--- config.mk ---
export PLATFORM = sky130hd
export DESIGN_NAME = fir_64_mdc_ctrl_fsm_flat
export DESIGN_NICKNAME = d
export VERILOG_FILES = /design/src/rtl/fir_64_mdc_ctrl_fsm_if.sv /design/src/rtl/fir_64_mdc_ctrl_fsm.sv /design/src/flat_wrapper.sv
export SDC_FILE = /design/constraint.sdc
export NUM_CORES = 1
export LEC_CHECK = 0
export CORE_ASPECT_RATIO = 0.8
export CORE_MARGIN = 2
export CORE_UTILIZATION = 45
export DETAILED_ROUTE_END_ITERATION = 7
export GPL_ROUTABILITY_DRIVEN = 0
export PLACE_DENSITY_LB_ADDON = 0.08
export SLEW_MARGIN = 20
export SYNTH_ARGS = -nofsm -noshare
export SYNTH_HDL_FRONTEND = slang
export SYNTH_SLANG_ARGS = --single-unit
--- constraint.sdc ---
create_clock -name clk_i -period 3.4 [get_ports clk_i]
set_clock_uncertainty 0.15 [all_clocks]
set_input_delay 0.85 -clock clk_i [delete_from_list [all_inputs] [get_ports clk_i]]
set_output_delay 0.85 -clock clk_i [all_outputs]
set_load 0.03 [all_outputs]
--- src/rtl/fir_64_mdc_ctrl_fsm_if.sv ---
// Streamer-side handshake bundle of the fir_64_mdc job sequencer.
// master = sequencer, slave = x_V source / y_V sink.
interface fir_64_mdc_ctrl_fsm_if #(
   parameter int unsigned CNT_W = 16
);
   logic             src_ready_i;
   logic             snk_ready_i;
   logic             src_done_i;
   logic             snk_done_i;
   logic             src_req_start_o;
   logic             snk_req_start_o;
   logic [31:0]      src_addr_o;
   logic [31:0]      snk_addr_o;
   logic [CNT_W-1:0] trans_size_o;

   modport master (
      input  src_ready_i,
      input  snk_ready_i,
      input  src_done_i,
      input  snk_done_i,
      output src_req_start_o,
      output snk_req_start_o,
      output src_addr_o,
      output snk_addr_o,
      output trans_size_o
   );

   modport slave (
      output src_ready_i,
      output snk_ready_i,
      output src_done_i,
      output snk_done_i,
      input  src_req_start_o,
      input  snk_req_start_o,
      input  src_addr_o,
      input  snk_addr_o,
      input  trans_size_o
   );
endinterface

--- src/rtl/fir_64_mdc_ctrl_fsm.sv ---
// Job sequencer for the fir_64_mdc streamer: latches a job, starts
// x_V and y_V together, waits for both, then pulses done.
module fir_64_mdc_ctrl_fsm #(
   parameter int unsigned CNT_W   = 16,
   parameter int unsigned TIMEOUT = 65535
) (
   input  logic             clk_i,
   input  logic             rst_ni,
   input  logic             clear_i,
   input  logic             start_i,
   input  logic [31:0]      x_addr_i,
   input  logic [31:0]      y_addr_i,
   input  logic [CNT_W-1:0] n_samples_i,
   fir_64_mdc_ctrl_fsm_if.master strm,
   output logic             busy_o,
   output logic             done_o,
   output logic             err_o,
   output logic [31:0]      run_cycles_o
);

   localparam logic [31:0] TO     = 32'(TIMEOUT);
   localparam logic [31:0] CNTMAX = 32'hFFFF_FFFF;

   typedef enum logic [1:0] {
      S_IDLE,
      S_ARM,
      S_RUN,
      S_DONE
   } state_e;

   state_e           state_q, state_d;
   logic [31:0]      xa_q, xa_d;
   logic [31:0]      ya_q, ya_d;
   logic [CNT_W-1:0] n_q, n_d;
   logic [31:0]      cnt_q, cnt_d;
   logic             err_q, err_d;
   logic             sdn_q, sdn_d;
   logic             kdn_q, kdn_d;
   logic             req;
   logic [31:0]      cnt_inc;

   assign cnt_inc = (cnt_q == CNTMAX) ? cnt_q : cnt_q + 32'd1;

   always_comb begin
      state_d = state_q;
      xa_d    = xa_q;
      ya_d    = ya_q;
      n_d     = n_q;
      cnt_d   = cnt_q;
      err_d   = err_q;
      sdn_d   = sdn_q;
      kdn_d   = kdn_q;
      req     = 1'b0;
      unique case (state_q)
         S_IDLE: begin
            if (start_i) begin
               xa_d    = x_addr_i;
               ya_d    = y_addr_i;
               n_d     = n_samples_i;
               err_d   = 1'b0;
               cnt_d   = '0;
               state_d = (n_samples_i == '0) ? S_DONE : S_ARM;
            end
         end
         S_ARM: begin
            if (strm.src_ready_i && strm.snk_ready_i) begin
               req     = 1'b1;
               state_d = S_RUN;
            end
         end
         S_RUN: begin
            cnt_d = cnt_inc;
            sdn_d = sdn_q | strm.src_done_i;
            kdn_d = kdn_q | strm.snk_done_i;
            // completion wins over a watchdog hit in the same cycle
            if (sdn_d && kdn_d) begin
               state_d = S_DONE;
            end else if (TIMEOUT != 0 && cnt_inc >= TO) begin
               err_d   = 1'b1;
               state_d = S_DONE;
            end
         end
         S_DONE: begin
            sdn_d   = 1'b0;
            kdn_d   = 1'b0;
            state_d = S_IDLE;
         end
         default: state_d = S_IDLE;
      endcase
      if (clear_i) begin
         state_d = S_IDLE;
         xa_d    = '0;
         ya_d    = '0;
         n_d     = '0;
         cnt_d   = '0;
         err_d   = 1'b0;
         sdn_d   = 1'b0;
         kdn_d   = 1'b0;
         req     = 1'b0;
      end
   end

   always_ff @(posedge clk_i or negedge rst_ni) begin
      if (!rst_ni) begin
         state_q <= S_IDLE;
         xa_q    <= '0;
         ya_q    <= '0;
         n_q     <= '0;
         cnt_q   <= '0;
         err_q   <= 1'b0;
         sdn_q   <= 1'b0;
         kdn_q   <= 1'b0;
      end else begin
         state_q <= state_d;
         xa_q    <= xa_d;
         ya_q    <= ya_d;
         n_q     <= n_d;
         cnt_q   <= cnt_d;
         err_q   <= err_d;
         sdn_q   <= sdn_d;
         kdn_q   <= kdn_d;
      end
   end

   assign strm.src_req_start_o = req;
   assign strm.snk_req_start_o = req;
   assign strm.src_addr_o      = xa_q;
   assign strm.snk_addr_o      = ya_q;
   assign strm.trans_size_o    = n_q;
   assign busy_o               = (state_q != S_IDLE);
   assign done_o               = (state_q == S_DONE);
   assign err_o                = err_q;
   assign run_cycles_o         = cnt_q;

endmodule
--- src/flat_wrapper.sv ---
// flat-port wrapper written by rule: the top's interface ports become plain ports
module fir_64_mdc_ctrl_fsm_flat 
#(
   parameter int unsigned CNT_W   = 16,
   parameter int unsigned TIMEOUT = 65535
)
  (clk_i, rst_ni, clear_i, start_i, x_addr_i, y_addr_i, n_samples_i, busy_o, done_o, err_o, run_cycles_o, strm_src_ready_i, strm_snk_ready_i, strm_src_done_i, strm_snk_done_i, strm_src_req_start_o, strm_snk_req_start_o, strm_src_addr_o, strm_snk_addr_o, strm_trans_size_o);
  fir_64_mdc_ctrl_fsm_if #(.CNT_W(CNT_W)) strm_i ();
  input  logic clk_i;
  input  logic rst_ni;
  input  logic clear_i;
  input  logic start_i;
  input  logic [31:0] x_addr_i;
  input  logic [31:0] y_addr_i;
  input  logic [CNT_W-1:0] n_samples_i;
  output logic busy_o;
  output logic done_o;
  output logic err_o;
  output logic [31:0] run_cycles_o;
  input wire logic [$bits(strm_i.src_ready_i)-1:0] strm_src_ready_i;
  input wire logic [$bits(strm_i.snk_ready_i)-1:0] strm_snk_ready_i;
  input wire logic [$bits(strm_i.src_done_i)-1:0] strm_src_done_i;
  input wire logic [$bits(strm_i.snk_done_i)-1:0] strm_snk_done_i;
  output wire logic [$bits(strm_i.src_req_start_o)-1:0] strm_src_req_start_o;
  output wire logic [$bits(strm_i.snk_req_start_o)-1:0] strm_snk_req_start_o;
  output wire logic [$bits(strm_i.src_addr_o)-1:0] strm_src_addr_o;
  output wire logic [$bits(strm_i.snk_addr_o)-1:0] strm_snk_addr_o;
  output wire logic [$bits(strm_i.trans_size_o)-1:0] strm_trans_size_o;
  assign strm_i.src_ready_i = strm_src_ready_i;
  assign strm_i.snk_ready_i = strm_snk_ready_i;
  assign strm_i.src_done_i = strm_src_done_i;
  assign strm_i.snk_done_i = strm_snk_done_i;
  assign strm_src_req_start_o = strm_i.src_req_start_o;
  assign strm_snk_req_start_o = strm_i.snk_req_start_o;
  assign strm_src_addr_o = strm_i.src_addr_o;
  assign strm_snk_addr_o = strm_i.snk_addr_o;
  assign strm_trans_size_o = strm_i.trans_size_o;
  fir_64_mdc_ctrl_fsm #(.CNT_W(CNT_W), .TIMEOUT(TIMEOUT)) u_core (.clk_i(clk_i), .rst_ni(rst_ni), .clear_i(clear_i), .start_i(start_i), .x_addr_i(x_addr_i), .y_addr_i(y_addr_i), .n_samples_i(n_samples_i), .strm(strm_i), .busy_o(busy_o), .done_o(done_o), .err_o(err_o), .run_cycles_o(run_cycles_o));
endmodule
==> impl_metrics.tcl, run 1 <==
set metrics [dict create \
    syn_inst 527 \
    antenna_found_initial 0 \
    ys_seq_area_share_pct 52.40 \
    grt_max_degree 81 \
    wl_met2_mm 7.782 \
    fmax_mhz 311.2 \
    grt_pass1_vias 5120 \
    maxSlewHeadroom_pct 57.21 \
    r2r_start "u_core.run_cycles_o[0]" \
    met1_length_mm 7.539 \
    start_util_pct 45.95 \
    synth.net_count 620 \
    required_ps 3540 \
    firstDrtPassIters 6 \
    crit_type "register to register" \
    tns_ps 0 \
    hold_viol_final 0 \
    die_width_um 128.6 \
    routed_wl_mm 17.42 \
    std_cell_rows 36 \
    hpwl_mm 12.03 \
    dr.max_layer_used "met4" \
    post_cts_buffers 0 \
    layout_setup_ws_ps 187.1 \
    r2r_slack_ps 190 \
    outcome "completed" \
    drcViolationCount 0 \
    cts_buffer_depth 2 \
    cpPeakStageDelay_ps 510 \
    syn_area_sq_um 5588 \
    yosysMostFrequentCell "dfrtp_1" \
    cts_tree "yes" \
    crit_chain "ha_1, nand3_2, nor4_4, a31oi_1, and4_1, mux2i_1, nor4_4, a41oi_1, o2bb2a_2" \
    vias 5289 \
    clock_latency_ps 410 \
    synth_area_leaders "dfrtp_1, a22o_1, nand2_1, o21ai_0, clkbuf_1" \
    fin_crit_sh_pct 94.50 \
    critPathSlowestCell "nor4_4" \
    clk_pin_slew_ps 50 \
    num-nets-final 820 \
    post_synth_num_cell_types 61 \
    cts-root-buf "clkbuf_16" \
    critPathLaunch "u_core.run_cycles_o[0]" \
    core_area_sq_um 12160 \
    fin_crit_ps 3213 \
    die_area_sq_um 13330 \
    drive_gt1_share_pct 9.743 \
    critical-path-top-delay-family "simple AND/OR/NAND/NOR gates" \
    grt_overflow 0 \
    drt_iter0_drc 581 \
    port_buffers 204 \
    min_path_type "input pin to async pin" \
    synth-edff-count 0 \
    area_delta_synth_final_pct 52.04 \
    power_density_nw_per_um2 633.1 \
    pre_cts_ws_ps 292.1 \
    cp_max_fo 8 \
    ir_worst_vdd_mv 0.4645 \
    antenna_cells 0 \
    yosysTopAreaCell "dfrtp_1" \
    dieHeight_um 103.7 \
    max_cap_viol_count 0 \
    clock_sinks 117 \
    wl_met3_mm 1.717 \
    cpMostUsedCell "nor4_4" \
    setup_violations 0 \
    grt_usage_pct 26.25 \
    avgSynthCellArea_sq_um 10.60 \
    worstPathArrival_ps 3350 \
    ys_ff_latch 117 \
    tightest_slew_ps 641.9 \
    synth_top_area_share_pct 52.40 \
    path_buf_inv 0 \
    grt_pass1_wl_mm 27.53 \
    yosys_warnings 0 \
    power_mw 5.378 \
    reg2reg_depth 9 \
    r2r_end "u_core.err_o" \
    endpoint_kind "register" \
    finalMaxSlewViolations 0 \
    postCtsHoldBufs 0 \
    ios 205 \
    ant_nets 0 \
    htree_levels 4 \
    rsz0062_at_grt "no" \
    via_per_inst 5.936 \
    cts_buffers 17 \
    synth-main-ff-cell "dfrtp_1" \
    ys_top_cells_by_count "dfrtp_1, a22o_1, nand2_1" \
    cts_resized 0 \
    startpoint_type "register" \
    wl_per_cell_um 19.55 \
    ys_async_sr_fraction_pct 100.0 \
    p_leak_nw 3.568 \
]
## how the worst max path moves through the flow
| stage | slack, ps | cells past startpoint | end |
|---|---|---|---|
| after floorplan | 270 | 3 | strm_src_req_start_o |
| after global placement | 380 | 4 | strm_snk_req_start_o |
| after detailed placement | 290 | 9 | u_core.state_q[0] |
| after CTS | 270 | 9 | u_core.state_q[0] |
| after global routing | 80 | 9 | u_core.state_q[0] |
| final | 190 | 9 | u_core.err_o |
## metrics by stage
step	area, sq um	util [%]	cells	hold slack (ps)
6_report	8496	69.86	891	212.8
5_1_grt	8496	69.86	891	229.4
4_1_cts	8496	69.86	891	213.4
3_5_place_dp	7810	64.22	860	339.8
3_3_place_gp	7810	64.22	860	336.5
2_1_floorplan	5588	-	527	366.1
## cell families after synthesis
kind of cell             synth area share [%]
AO/OA/AOI/OAI                           24.74
AND/OR/NAND/NOR                         15.79
flip-flops                              52.40
buffers and inverters                   3.874
XOR/XNOR                                1.724
adder cells (fa/ha/maj)                 1.120
multiplexers                           0.3583
## cells in the final DEF, fill, tap and decap left out, types with 4 or more instances in the layout
cell / count
nand4_1: 11
nand2b_1: 4
clkbuf_16: 17
o31ai_1: 13
a31oi_1: 9
or3_1: 4
or2_2: 4
buf_4: 20
nand3_1: 15
ha_1: 5
clkbuf_8: 7
xor2_1: 4
dfrtp_1: 117
xnor2_1: 7
nor2_1: 22
nor3_1: 14
and3_1: 7
a21oi_1: 18
nand2_1: 47
clkdlybuf4s50_1: 201
nor4_1: 5
inv_1: 8
bufinv_16: 5
and4_1: 5
a22o_1: 84
o21ai_0: 34
## worst register-to-register path: cells and delay by family, from the launching register on
kind	cells	cell delay (ps)
multiplexers	1	160
flip-flops	1	440
AO/OA/AOI/OAI	3	640
AND/OR/NAND/NOR	4	1390
adder cells (fa/ha/maj)	1	320
## metal layers
metal  vias up  GRT usage [%]
met2       311          38.91
li1       2400              -
met5         -              0
met3        37          8.419
met4         0          8.540
met1      2541          36.65
## power breakdown
part	switching, mW	total, mW	leakage [nW]	internal (mW)
registers	0.119	1.71	1.59	1.59
logic	0.947	1.62	1.63	0.675
clock network	0.616	2.05	0.339	1.43
## state kept, by name (all words and copies together) (netlist names)
register,count
u_core.run_cycles_o,32
u_core.err_o,1
u_core.strm.snk_addr_o,32
u_core.state_q,2
u_core.strm.src_addr_o,32
u_core.kdn_q,1
u_core.strm.trans_size_o,16
u_core.sdn_q,1
## layout make-up
class,count,area (sq um)
Tap cell,152,190.2
Inverter,8,30.03
Timing Repair Buffer,223,2202
Sequential cell,117,2928
Multi-Input combinational cell,360,2460
Clock inverter,7,163.9
Fill cell,882,3666
Clock buffer,24,521.8
(Power assumes the default switching activity.)
==> inputs of run 2 (changes only) <==
--- a/config.mk
+++ b/config.mk
@@ -5,12 +5,14 @@
 export SDC_FILE = /design/constraint.sdc
 export NUM_CORES = 1
 export LEC_CHECK = 0
+export CAP_MARGIN = 20
 export CORE_ASPECT_RATIO = 0.8
 export CORE_MARGIN = 2
 export CORE_UTILIZATION = 45
 export DETAILED_ROUTE_END_ITERATION = 7
 export GPL_ROUTABILITY_DRIVEN = 0
 export PLACE_DENSITY_LB_ADDON = 0.08
+export RECOVER_POWER = 25
 export SLEW_MARGIN = 20
 export SYNTH_ARGS = -nofsm -noshare
 export SYNTH_HDL_FRONTEND = slang
==> constraint.sdc (replaced) <==
create_clock -name clk_i -period 3.2 [get_ports clk_i]
set_clock_uncertainty 0.15 [all_clocks]
set_input_delay 0.8 -clock clk_i [delete_from_list [all_inputs] [get_ports clk_i]]
set_output_delay 0.8 -clock clk_i [all_outputs]
set_load 0.03 [all_outputs]
==> run 2 against run 1 <==
  * Worst hold slack improved by 140 ps
  * Sequential share of layout area down 0.36 points
  * Combinational power rose by 7%
  * Via count up 1.3%
  * Register-to-register slack lost 40 ps
  * Total power up 3.5%
  * Critical path type is now register to output pin
  * Largest power group unchanged
==> impl_metrics.tcl, run 2 (synthesis results as in run 1) <==
set metrics [dict create \
    clock_latency_ps 420 \
    drcViolationCount 0 \
    hold_viol_final 0 \
    drive_gt1_share_pct 11.76 \
    crit_type "register to output pin" \
    hpwl_mm 12.30 \
    postCtsHoldBufs 0 \
    outcome "completed" \
    antenna_cells 0 \
    cts_buffers 17 \
    cts_resized 0 \
    die_width_um 128.6 \
    hold_start "u_core.strm.src_addr_o[26]" \
    ant_nets 0 \
    cts_buffer_depth 2 \
    p_sw_share_pct 32.14 \
    clock_sinks 117 \
    maxSlewHeadroom_pct 28.38 \
    endpoint_kind "output pin" \
    finalMaxSlewViolations 0 \
    tightest_slew_ps 1074 \
    crit_chain "inv_1, ha_1, inv_1, clkdlybuf4s50_1" \
    critPathSlowestCell "clkdlybuf4s50_1" \
    core_area_sq_um 12160 \
    tns_ps 0 \
    cts-root-buf "clkbuf_16" \
    power_switching_mw 1.789 \
    cts_tree "yes" \
    htree_levels 4 \
    firstDrtPassIters 5 \
    power.internal_mw 3.776 \
    pwr-share-comb_pct 31.3 \
    dieHeight_um 103.7 \
    wl_per_cell_um 19.14 \
    clk_pin_slew_ps 50 \
    routed_wl_mm 17.39 \
    r2r_start "u_core.run_cycles_o[1]" \
    clkPwrFrac_pct 36.2 \
    min_path_type "register to register" \
    std_cell_rows 36 \
    required_ps 2250 \
    max_cap_viol_count 0 \
    num-nets-final 837 \
    via_per_inst 5.897 \
    drt_iter0_drc 503 \
    path_buf_inv 3 \
    grt_pass1_wl_mm 27.95 \
    ir_worst_vdd_mv 0.4847 \
    fin_crit_ps 3065 \
    grt_usage_pct 26.90 \
    critPathLaunch "u_core.state_q[0]" \
    p_leak_nw 3.626 \
    antenna_found_initial 0 \
    mostFrequentLayoutCells "clkdlybuf4s50_1, dfrtp_1, a22o_1" \
    die_area_sq_um 13330 \
    fin_util_pct 70.62 \
    start_util_pct 45.95 \
    critical-path-top-delay-family "buffers and inverters" \
    cpMostUsedCell "inv_1" \
    vias 5360 \
    ios 205 \
    finish.instance_area_sq_um 8588 \
    startpoint_type "register" \
    grt_overflow 0 \
    fillers 888 \
    rsz0062_at_grt "no" \
    finalNonFillerCells 909 \
    power_mw 5.565 \
    post_cts_buffers 0 \
    setup_violations 0 \
    fmax_mhz 326.3 \
    sequentialPowerShare_pct 32.6 \
    worstPathArrival_ps 2120 \
    area_delta_synth_final_pct 53.69 \
    power_density_nw_per_um2 648.0 \
    grt_max_degree 101 \
    cpPeakStageDelay_ps 730 \
    layout_commonest_cell "clkdlybuf4s50_1" \
    fin_crit_sh_pct 95.78 \
    port_buffers 204 \
    dpl.cell_count 877 \
    cp_max_fo 6 \
    dpl-instance-area_sq_um 7950 \
    grt_pass1_vias 5231 \
]
[run 2: layout make-up]
type                            instances  area (sq um)  area share (%)
Clock buffer                           24         481.7           5.609
Clock inverter                          8         146.4           1.705
Inverter                                8         30.03          0.3497
Multi-Input combinational cell        360          2472           28.79
Sequential cell                       117          2929           34.11
Tap cell                              152         190.2           2.214
Timing Repair Buffer                  240          2338           27.23
[run 2: stage by stage]
step | hold WS [ps] | setup WS (ps)
floorplan | 354.4 | 167.6
global placement | 337.1 | 259.5
detailed placement | 339.9 | 123.2
CTS | 96.65 | 78.19
global route | 360.5 | 21.10
finish | 350.2 | 134.9
[run 2: path summary, 6_finish.rpt]
kind / endpoint / slack [ps] / depth (start not counted)
min in group asynchronous: u_core.run_cycles_o[13] / 410 / 1
max in group asynchronous: u_core.run_cycles_o[0] / 1390 / 2
worst max register to register: u_core.state_q[0] / 150 / 9
worst max-delay path: busy_o / 130 / 4
worst min register to register: u_core.strm.src_addr_o[26] / 350 / 1
worst min-delay path: u_core.strm.src_addr_o[26] / 350 / 1
[run 2: routing by layer]
layer  GRT usage (%)  part of all wire, %
met5               0                    0
met4           8.463                  2.0
met3           10.07                   10
met2           40.05                   46
met1           36.55                   42
[run 2: power by group through the flow]
stage          sequential, mW  clock, mW  combinational (mW)
6_report                 1.81       2.01                1.74
5_1_grt                  1.84       2.12                1.85
4_1_cts                  1.81       2.05                1.75
3_5_place_dp             1.83          0                1.74
3_3_place_gp             1.83          0                1.71
2_1_floorplan            2.19          0               0.594
[run 2: worst reg2reg max path, stage by stage, from the launching register on]
cell and delay (ps):
dfrtp_1 420, ha_2 280, nand3_2 200, nor4_4 370
and3_1 320, o311ai_1 170, a221oi_2 410, a211oi_2 150
a31o_1 270, a22o_1 190
==> inputs of run 3 (changes only) <==
--- a/config.mk
+++ b/config.mk
@@ -8,7 +8,7 @@
 export CAP_MARGIN = 20
 export CORE_ASPECT_RATIO = 0.8
 export CORE_MARGIN = 2
-export CORE_UTILIZATION = 45
+export CORE_UTILIZATION = 40
 export DETAILED_ROUTE_END_ITERATION = 7
 export GPL_ROUTABILITY_DRIVEN = 0
 export PLACE_DENSITY_LB_ADDON = 0.08
==> run 3 against run 2 <==
  * Worst hold slack improved by 1.8 ps
  * Clock-buffer cell count down 2
  * Cell area about the same
  * Worst setup slack gained 52 ps
  * Sequential share of layout area about the same
  * Die area is 12% higher
  * Sequential power hardly changed
  * Register-to-register slack better by 60 ps
  * Critical path depth stayed put
  * Sequential cell count did not move
  * Clock power down 2%
  * Combinational power barely moved
  * Critical path type unchanged
  * Largest power group unchanged
  * Highest routed layer unchanged
==> impl_metrics.tcl, run 3 (synthesis results as in run 1) <==
set metrics [dict create \
    port_buffers 204 \
    std_cell_rows 38 \
    rsz0062_at_grt "no" \
    setup_violations 0 \
    fin_crit_sh_pct 94.15 \
    fin_util_pct 63.13 \
    grt_overflow 0 \
    worstPathArrival_ps 2060 \
    cpPeakStageDelay_ps 730 \
    cp_max_fo 6 \
    cts_buffers 17 \
    ant_nets 0 \
    grt_max_degree 81 \
    maxSlewHeadroom_pct 13.60 \
    finalMaxSlewViolations 0 \
    core_area_sq_um 13600 \
    routed_wl_mm 17.03 \
    whs_path_depth 1 \
    layout_setup_ws_ps 187.3 \
    tns_ps 0 \
    reg2reg_depth 10 \
    die_width_um 136.1 \
    postCtsHoldBufs 0 \
    pre_cts_ws_ps 65.42 \
    cpMostUsedCell "inv_1" \
    antenna_cells 0 \
    tightest_slew_ps 1296 \
    hpwl_mm 11.92 \
    max_cap_viol_count 0 \
    power_density_nw_per_um2 643.6 \
    crit_type "register to output pin" \
    drcViolationCount 0 \
    dieHeight_um 109.7 \
    grt_usage_pct 23.29 \
    min_path_type "register to register" \
    hold_start "u_core.strm.src_addr_o[12]" \
    startpoint_type "register" \
    htree_levels 4 \
    crit_chain "inv_1, ha_1, inv_1, clkdlybuf4s50_1" \
    start_util_pct 41.09 \
    p_leak_nw 3.594 \
    num-nets-final 832 \
    clock_sinks 117 \
    mostFrequentLayoutCells "clkdlybuf4s50_1, dfrtp_1, a22o_1" \
    drt_iter0_drc 333 \
    r2r_end "u_core.state_q[0]" \
    ios 205 \
    clk_pin_slew_ps 50 \
    dpl-instance-area_sq_um 7953 \
    critPathSlowestCell "clkdlybuf4s50_1" \
    antenna_found_initial 1 \
    whs_endpoint "u_core.strm.src_addr_o[12]" \
    drive_gt1_share_pct 11.33 \
    cts-root-buf "clkbuf_16" \
    vias 5232 \
    r2r_slack_ps 210 \
    finish.instance_area_sq_um 8584 \
    grt_pass1_wl_mm 27.06 \
    finalNonFillerCells 930 \
    endpoint_kind "output pin" \
    firstDrtPassIters 5 \
    dpl.cell_count 899 \
    hold_viol_final 0 \
    outcome "completed" \
    ir_worst_vdd_mv 0.4779 \
    via_per_inst 5.626 \
    cts_buffer_depth 2 \
    fin_crit_ps 3013 \
    r2r_start "u_core.run_cycles_o[0]" \
    required_ps 2250 \
    area_delta_synth_final_pct 53.63 \
    wl_per_cell_um 18.31 \
    layout_commonest_cell "clkdlybuf4s50_1" \
    cts_tree "yes" \
    grt_pass1_vias 5227 \
    clock_latency_ps 400 \
    die_area_sq_um 14940 \
    fmax_mhz 331.9 \
]
## run 3: cell count changes in the layout (fill, tap and decap cells not counted), sizes merged
cell,previous run,this run
clkbuf,25,24
buf,38,32
clkinvlp,1,3
bufinv,4,3
clkinv,3,2
## run 3: per-layer routing
| metal | GRT usage (%) | wire length, um | vias to the layer above |
|---|---|---|---|
| met2 | 35.03 | 7903 | 247 |
| met1 | 31.76 | 7364 | 2531 |
| met3 | 7.515 | 1516 | 24 |
| met4 | 8.185 | 247 | 0 |
| li1 | - | - | 2430 |
| met5 | 0 | 0 | - |
## run 3: final cells by class
class	count	area [sq um]
clock buffer	22	494.2
clock inverter	8	122.6
fill	1112	5014
inverter	8	30.03
multi-input combinational	360	2485
sequential	117	2928
tap	180	225.2
timing repair buffer	235	2300
## run 3: metrics by stage
stage | hold WS [ps] | power [mW]
2_1_floorplan | 354.4 | 2.783
3_3_place_gp | 337.3 | 3.547
3_5_place_dp | 341.1 | 3.564
4_1_cts | 270.8 | 5.571
5_1_grt | 365.5 | 5.794
6_report | 352.0 | 5.525
## run 3: power by group
group | switching (mW) | leakage [nW] | internal, mW
Clock | 0.657 | 0.296 | 1.32
Combinational | 1.00 | 1.70 | 0.729
Sequential | 0.131 | 1.59 | 1.69
Total | 1.79 | 3.59 | 3.73
## run 3: how the worst max path moves through the flow
| stage | endpoint | startpoint | cells after the start |
|---|---|---|---|
| after floorplan | strm_src_req_start_o | clear_i | 3 |
| after global placement | u_core.err_o | u_core.run_cycles_o[0] | 9 |
| after detailed placement | u_core.err_o | u_core.run_cycles_o[0] | 8 |
| after CTS | u_core.state_q[0] | u_core.run_cycles_o[0] | 9 |
| after global routing | u_core.err_o | u_core.run_cycles_o[0] | 9 |
| final | busy_o | u_core.state_q[0] | 4 |
## run 3: critical path: cells and delay by family (launching register included)
| kind | cells | cell delay, ps |
|---|---|---|
| buffers and inverters | 3 | 1010 |
| adders and majority gates | 1 | 260 |
| DFF | 1 | 390 |
## run 3: timing repair
action | CTS | global route
hold endpoints to repair | 0 | 0
buffers inserted | 0 | 1
gates resized for setup | 0 | 4
setup endpoints to repair | 0 | 3
